### src/rtl/pwm_capture_pkg.sv
// pwm_capture_pkg: capture FSM states and counter helper shared with fan-control feedback logic
package pwm_capture_pkg;
  typedef enum logic [2:0] {IDLE, ARM, HIGH, LOW, STUCK} state_t;
  function automatic int cnt_max(input int w);
    return (1 << w) - 1;
  endfunction
endpackage

### src/rtl/pwm_capture_sync.sv
// pwm_capture_sync: tick-gated input synchroniser with rise/fall pulses on enabled ticks
module pwm_capture_sync #(
  parameter int SYNC_STAGES = 2
) (
  input  logic clk_i,
  input  logic rstn_i,
  input  logic clk_en_i,
  input  logic pwm_i,
  output logic level_o,
  output logic rise_o,
  output logic fall_o
);
  logic [SYNC_STAGES-1:0] sync_q;
  logic level_d;
  always_ff @(posedge clk_i or negedge rstn_i)
    if (!rstn_i) begin
      sync_q  <= '0;
      level_d <= 1'b0;
    end else if (clk_en_i) begin
      sync_q  <= {sync_q[SYNC_STAGES-2:0], pwm_i};
      level_d <= sync_q[SYNC_STAGES-1];
    end
  assign level_o = sync_q[SYNC_STAGES-1];
  assign rise_o  = clk_en_i & level_o & ~level_d;
  assign fall_o  = clk_en_i & ~level_o & level_d;
endmodule

### src/rtl/pwm_capture.sv
// pwm_capture: measures PWM high time and period in ticks, flags a stuck line as 0 % or 100 % duty
module pwm_capture
  import pwm_capture_pkg::*;
#(
  parameter int CNT_BITWIDTH = 6,
  parameter int SYNC_STAGES  = 2
) (
  input  logic                    clk_i,
  input  logic                    rstn_i,
  input  logic                    clk_en_i,
  input  logic                    pwm_i,
  output logic [CNT_BITWIDTH-1:0] high_cnt_o,
  output logic [CNT_BITWIDTH-1:0] period_cnt_o,
  output logic                    valid_o,
  output logic                    stuck_o,
  output logic                    level_o
);
  localparam logic [CNT_BITWIDTH-1:0] CNT_MAX = CNT_BITWIDTH'(cnt_max(CNT_BITWIDTH));
  localparam logic [CNT_BITWIDTH-1:0] CNT_ONE = CNT_BITWIDTH'(1);
  localparam logic [CNT_BITWIDTH-1:0] ARM_MIN = CNT_BITWIDTH'(SYNC_STAGES);
  state_t state;
  logic [CNT_BITWIDTH-1:0] cnt, cnt_inc, high_lat;
  logic level, rise, fall, timeout, valid_q;
  pwm_capture_sync #(.SYNC_STAGES(SYNC_STAGES)) u_sync (
    .clk_i(clk_i), .rstn_i(rstn_i), .clk_en_i(clk_en_i), .pwm_i(pwm_i),
    .level_o(level), .rise_o(rise), .fall_o(fall)
  );
  assign cnt_inc = (cnt == CNT_MAX) ? cnt : cnt + CNT_ONE;
  assign timeout = (cnt == CNT_MAX) && !rise && !fall && (state != STUCK);
  // the strobe waits for an enabled tick so it never shows while clk_en_i is low
  assign valid_o = valid_q & clk_en_i;
  assign level_o = level;
  always_ff @(posedge clk_i or negedge rstn_i)
    if (!rstn_i) begin
      state        <= IDLE;
      cnt          <= '0;
      high_lat     <= '0;
      high_cnt_o   <= '0;
      period_cnt_o <= '0;
      valid_q      <= 1'b0;
      stuck_o      <= 1'b0;
    end else if (clk_en_i) begin
      valid_q <= 1'b0;
      if (timeout) begin
        state        <= STUCK;
        stuck_o      <= 1'b1;
        valid_q      <= 1'b1;
        high_cnt_o   <= level ? CNT_MAX : '0;
        period_cnt_o <= CNT_MAX;
      end else
        case (state)
          // the synchroniser holds reset zeros until it has filled, so low is trusted only after that
          IDLE: begin
            cnt <= cnt_inc;
            if (!level && cnt >= ARM_MIN) state <= ARM;
          end
          ARM:
            if (rise) begin
              cnt   <= CNT_ONE;
              state <= HIGH;
            end else cnt <= cnt_inc;
          HIGH: begin
            cnt <= cnt_inc;
            if (fall) begin
              high_lat <= cnt;
              state    <= LOW;
            end
          end
          LOW:
            if (rise) begin
              high_cnt_o   <= high_lat;
              period_cnt_o <= cnt;
              valid_q      <= 1'b1;
              cnt          <= CNT_ONE;
              state        <= HIGH;
            end else cnt <= cnt_inc;
          STUCK:
            if (rise) begin
              stuck_o <= 1'b0;
              cnt     <= CNT_ONE;
              state   <= HIGH;
            end else if (fall) begin
              stuck_o <= 1'b0;
              cnt     <= '0;
              state   <= ARM;
            end else cnt <= cnt_inc;
          default: state <= IDLE;
        endcase
    end
endmodule

### config.mk
export PLATFORM = sky130hd
export DESIGN_NAME = pwm_capture
export DESIGN_NICKNAME = d
export VERILOG_FILES = /design/src/rtl/pwm_capture_pkg.sv /design/src/rtl/pwm_capture_sync.sv /design/src/rtl/pwm_capture.sv
export SDC_FILE = /design/constraint.sdc
export NUM_CORES = 1
export LEC_CHECK = 0
export CAP_MARGIN = 5
export CORE_ASPECT_RATIO = 1.5
export CORE_UTILIZATION = 45
export CTS_CLUSTER_DIAMETER = 50
export CTS_CLUSTER_SIZE = 40
export DETAILED_ROUTE_END_ITERATION = 8
export GPL_TIMING_DRIVEN = 0
export PLACE_DENSITY_LB_ADDON = 0.15
export SLEW_MARGIN = 20
export SYNTH_ARGS = -nofsm -noshare
export SYNTH_HDL_FRONTEND = slang
export SYNTH_HIERARCHICAL = 1
export SYNTH_SLANG_ARGS = --single-unit
### constraint.sdc
create_clock -name clk_i -period 3.85 [get_ports clk_i]
set_input_delay 0.77 -clock clk_i [delete_from_list [all_inputs] [get_ports clk_i]]
set_output_delay 0.77 -clock clk_i [all_outputs]
set_load 0.01 [all_outputs]
Word level (Yosys, flattened, before mapping) --
Index checks and enable logic that the tools add are counted.
Operators by class: eq/ne operators 10, bitwise logic cells 8, multiplexer cells 26, add/subtract/negate cells 1, reductions and logical operators 20, order comparisons 1
Operators by type and width (number):
- $mux 6 | 11
- $mux 3 | 6
- $pmux 6 s3 | 1
- $pmux 3 s4 | 1
- $ne 3x3->1 const B | 3
- $reduce_and 3->1 | 3
- $mux 1 | 7
- $add 6x1->6 const B | 1
- $eq 3x2->1 const B | 2
- $eq 6x6->1 const B | 1
- $ge 6x2->1 const B | 1
- $reduce_bool 2->1 | 3
- $reduce_bool 3->1 | 2
- $and 1x1->1 | 5
- $reduce_and 5->1 | 1
- $logic_and 1x1->1 | 4
- $ne 4x4->1 const B | 1
- $reduce_and 4->1 | 1
- $reduce_or 2->1 | 2
- $eq 3x1->1 const B | 1
- $eq 3x3->1 const B | 1
- $logic_not 1->1 | 3
- $logic_not 3->1 | 1
- $ne 3x1->1 const B | 1
- $not 1->1 | 3
Word-level totals: register bits 32, input bits 4, output and inout port bits 15, logic and storage cells 75

Longest topological paths before layout --
Gate-level depths: netlist of run 1.
word-level depth 8, depth in mapped cells 6, depth with buffers taken out 6

By module --
The synthesis of run 1 kept the hierarchy.
Modules (own cells, without submodules):
- pwm_capture | area each 1596.5 µm², sequential area each 725.7 µm², cells an instance 159, instances 1
- pwm_capture_sync | area each 128.9 µm², sequential area each 75.1 µm², cells an instance 8, instances 1

Worst setup path after synthesis of run 1 --
OpenSTA, ideal clock, no wires.
path kind in2reg, start point input port clk_en_i, end point register period_cnt_o[5], buffers on the path 1, stages on the path 6, library setup time 125 ps, arrival time 2181 ps, required time 3725 ps, slack 1544 ps, path through and3b_2 or3b_4 nor3_4 a21o_1 buf_6 mux2_4
Between the ends: cells in the longest elaborated chain, start to end 8, elaborated cells between the ends (all ways) 13, those cells by class mux: 1; bitwise: 4; reduce/logical: 8
Ends and longest elaborated chain:
- start, declared | line pwm_capture.sv:10 | input logic clk_en_i,
- $and 1x1->1 (2 in a row) | line pwm_capture_sync.sv:24 | assign rise_o = clk_en_i & level_o & ~level_d;
- $logic_not 1->1 | line pwm_capture.sv:29 | assign timeout = (cnt == CNT_MAX) && !rise && !fall && (state != STUCK);
- $logic_and 1x1->1 (3 in a row) | line pwm_capture.sv:29
- $reduce_bool 2->1 (no source line)
- $reduce_and 3->1 (no source line)
- end signal, assigned | line pwm_capture.sv:72 | period_cnt_o <= cnt;
- end, declared | line pwm_capture.sv:13 | output logic [CNT_BITWIDTH-1:0] period_cnt_o,
Parallel ways exist; a longest one is shown, timed or not. A chain may end at the register's enable or synchronous reset.

Final worst setup path of run 1 --
start point input port clk_en_i, end point output port valid_o
Between the ends: cells in the longest elaborated chain, start to end 1
Ends and longest elaborated chain:
- $and 1x1->1 | line pwm_capture.sv:31 | assign valid_o = valid_q & clk_en_i;
- end, declared | line pwm_capture.sv:14 | output logic valid_o,
No other way between the ends.

==> results.ini, run 1 <==
[setup_path]
critPathMaxFanout=10
cpMostUsedCell=clkdlybuf4s50_1
crit_buf_inv=3
timing_worst_setup_path_type=input port to primary output
crit_path_max_incr_delay_ns=0.57
ff2ff_setup_slack_ns=1.66
reg2reg_depth=6
reg2reg_from=u_sync/sync_q[1]
critPathArrivalTime_ns=2.42
start_kind=input port
path_delay_family=buffers and inverters
crit_chain=clkdlybuf4s50_1 -> clkbuf_1 -> and2_1 -> clkdlybuf4s50_1
end_kind=primary output
r2r-end=period_cnt_o[5]
cp.required_ns=3.08
cp_slowest_cell=clkdlybuf4s50_1

[drt]
vias_per_cell=5.68
drc=0
wirelength_um=3690
ant_nets=0
firstDrtPassIters=4
drtIter0Drc=36
vias=1341
routedWlPerCell_um=15.6

[floorplanning]
rows=27
start_util=0.469
die_area_sq_mm=0.00409
ios=19
core_area_sq_mm=0.00368
die_w_um=52.6
die_h_um=77.8

[synthesis]
synth_area_sq_mm=0.00173
synth_edf_count=0
async_reset_ff_frac=1.00
synth.net_count=173
synth-main-ff-cell=dfrtp_1
synth-seq-cells=32
ys_top_cells_by_area=dfrtp_1 (46%), mux2_2 (5.9%), a21oi_1 (4.1%), mux2i_1 (4.1%), nor2_1 (3.5%)
synthTopCellsByCount=dfrtp_1 (32), nor2_1 (16), a21oi_1 (14)
netlist_instances=167
yosys.area.top_type=dfrtp_1
yosysMostFrequentCell=dfrtp_1
syn_area_per_cell_sq_um=10.3
synth_top_area_frac=0.464
ys_seq_area_frac=0.464
yosys_warnings=6
ys_types=47

[min_path]
min_path_type=register to register
min_to=valid_q
hp-start=valid_q
holdPathStages=1

[global_route]
grt_pass1_vias=1301
grt_max_degree=33
grt_pass1_wl_um=6180
antenna_found_initial=0
grt_use_total=0.210
grt_overflow_total=0

[timing]
clock_skew_ns=0.00331
min_period_ns=3.19
finalCritPeriodShare=0.829
final.setup.tns_ns=0
setup_viol=0
final_max_slew_viol_count=0
tightest_slew_ns=0.728
maxSlewHeadroom=0.515
rsz0062_at_grt=false
max_freq_ghz=0.313
hold_violations=0

[power_and_ir_drop]
p_leak_nw=0.912
power_density_mw_per_mm2=746
ir_worst_vdd_mv=0.373

[flow_run]
max_cap_violations=0

[clock_network]
cts_buffer_depth=2
cts.sinks=32
hold_buffers=0
insertion_delay_ns=0.29
tritoncts=yes
cts-root-buf=clkbuf_8
cts_made_buffers=5
clk_pin_slew_ns=0.06
cts_resized=0
post-cts-setup-buffers=0
cts_htree_levels=2

[final_layout]
areaGrowthSynthToFinish_pct=20.6
final_nets=198
drive_gt1_frac=0.171
diodes=0
fin_area_sq_mm=0.00208
fill_cells=350

[placed_design]
place_area_sq_mm=0.00195
io_buffers=18
dpl.hpwl_um=2660
gp_congestion=0.843

[status]
status=finished clean

==> kinds of logic after synthesis <==
family,Yosys count,synth area share
mux,17,0.108
simple gates,47,0.168
buf+inv,24,0.0638
compound gates,44,0.177
xor+xnor,1,0.00508
flops,32,0.464
fa+ha+maj,2,0.0145
==> power by group <==
group | internal, mW | switching [mW] | leakage (nW)
registers | 0.475 | 0.0995 | 0.389
logic | 0.316 | 0.311 | 0.459
clock network | 0.228 | 0.122 | 0.0645
total | 1.02 | 0.532 | 0.912
==> worst max-delay path by stage <==
stage,end,start,cells past startpoint
after global placement,valid_o,clk_en_i,4
after detailed placement,valid_o,clk_en_i,4
final,valid_o,clk_en_i,4
after floorplan,period_cnt_o[5],clk_en_i,6
after CTS,valid_o,clk_en_i,4
after global routing,valid_o,clk_en_i,4
==> registers in the layout, indices dropped and copies added, names as in the netlist <==
name,cells
cnt,6
high_cnt_o,6
high_lat,6
period_cnt_o,6
state,3
u_sync/sync_q,2
stuck_o,1
u_sync/level_d,1
valid_q,1
==> layout by cell type (no fill, tap or decap), types with 2 or more instances in the layout <==
cell type	netlist	layout
a211oi_1	2	2
a21o_1	2	2
a21oi_1	14	14
a22oi_1	4	4
and3b_2	2	2
and4_1	4	4
buf_2	4	5
buf_6	2	2
clkbuf_1	6	6
clkbuf_8	0	7
clkdlybuf4s50_1	0	17
dfrtp_1	32	32
ha_1	2	2
inv_1	12	12
mux2_2	9	9
mux2i_1	7	7
nand2_1	6	6
nand3_1	4	4
nor2_1	16	16
nor3b_1	3	3
nor4_1	2	2
o2111ai_1	2	2
o21ai_0	6	6
==> metrics by stage <==
step | util | setup slack (ns) | hold WS (ns) | instances | total power, mW
final | 0.565 | 0.658 | 0.478 | 236 | 1.55
after global routing | 0.565 | 0.558 | 0.488 | 236 | 1.66
after CTS | 0.565 | 0.649 | 0.482 | 236 | 1.57
after detailed placement | 0.531 | 0.661 | 0.471 | 228 | 1.21
after global placement | 0.532 | 0.660 | 0.464 | 228 | 1.19
after floorplan | - | 1.54 | 0.453 | 167 | 0.961
==> layer usage <==
layer	part of all wire	GRT usage	vias to the layer above
met5	0	0	-
met3	0.030	0.0569	6
met4	0.020	0.0895	0
met1	0.41	0.243	658
met2	0.54	0.352	23
li1	-	-	654
==> layout make-up <==
type | count | area [sq um] | area share
clock inverters | 1 | 30.0 | 0.0144
clock buffers | 7 | 96.3 | 0.0463
plain buffers | 12 | 65.1 | 0.0313
inverters | 12 | 45.0 | 0.0216
well taps | 43 | 53.8 | 0.0259
flip-flops and latches | 32 | 801 | 0.385
multi-input cells | 111 | 815 | 0.391
repair buffers | 18 | 175 | 0.0842
==> worst register-to-register path: stages, from the launching register on <==
cell     delay (ns)
dfrtp_1        0.44
and3b_2        0.29
or3b_4         0.45
nor3_4         0.26
a21o_1         0.18
buf_6          0.15
mux2_4         0.31
Note: power is estimated with default switching activity, not from simulation.
==> run 2: changes to the inputs <==
- clock period: 3.85 -> 3.3 ns (I/O delays scaled with it)
==> results of run 2 <==
The final DEF is identical to that of run 1. Status: finished clean.
Among the figures that moved: setup slack after placement 0.661 ns -> 0.331 ns; setup slack after layout 0.658 ns -> 0.328 ns; hold slack 0.478 ns -> 0.425 ns; register-to-register setup slack 1.66 ns -> 1.11 ns; total power 1.55 mW -> 1.81 mW; worst IR drop on VDD 0.373 mV -> 0.435 mV
==> run 3: changes to the inputs <==
- GPL_ROUTABILITY_DRIVEN: not set -> 0
==> results of run 3 <==
The final DEF is identical to that of run 1. Status: finished clean.
Among the figures that moved: setup slack after placement 0.661 ns -> 0.331 ns; setup slack after layout 0.658 ns -> 0.328 ns; hold slack 0.478 ns -> 0.425 ns; register-to-register setup slack 1.66 ns -> 1.11 ns; total power 1.55 mW -> 1.81 mW; worst IR drop on VDD 0.373 mV -> 0.435 mV
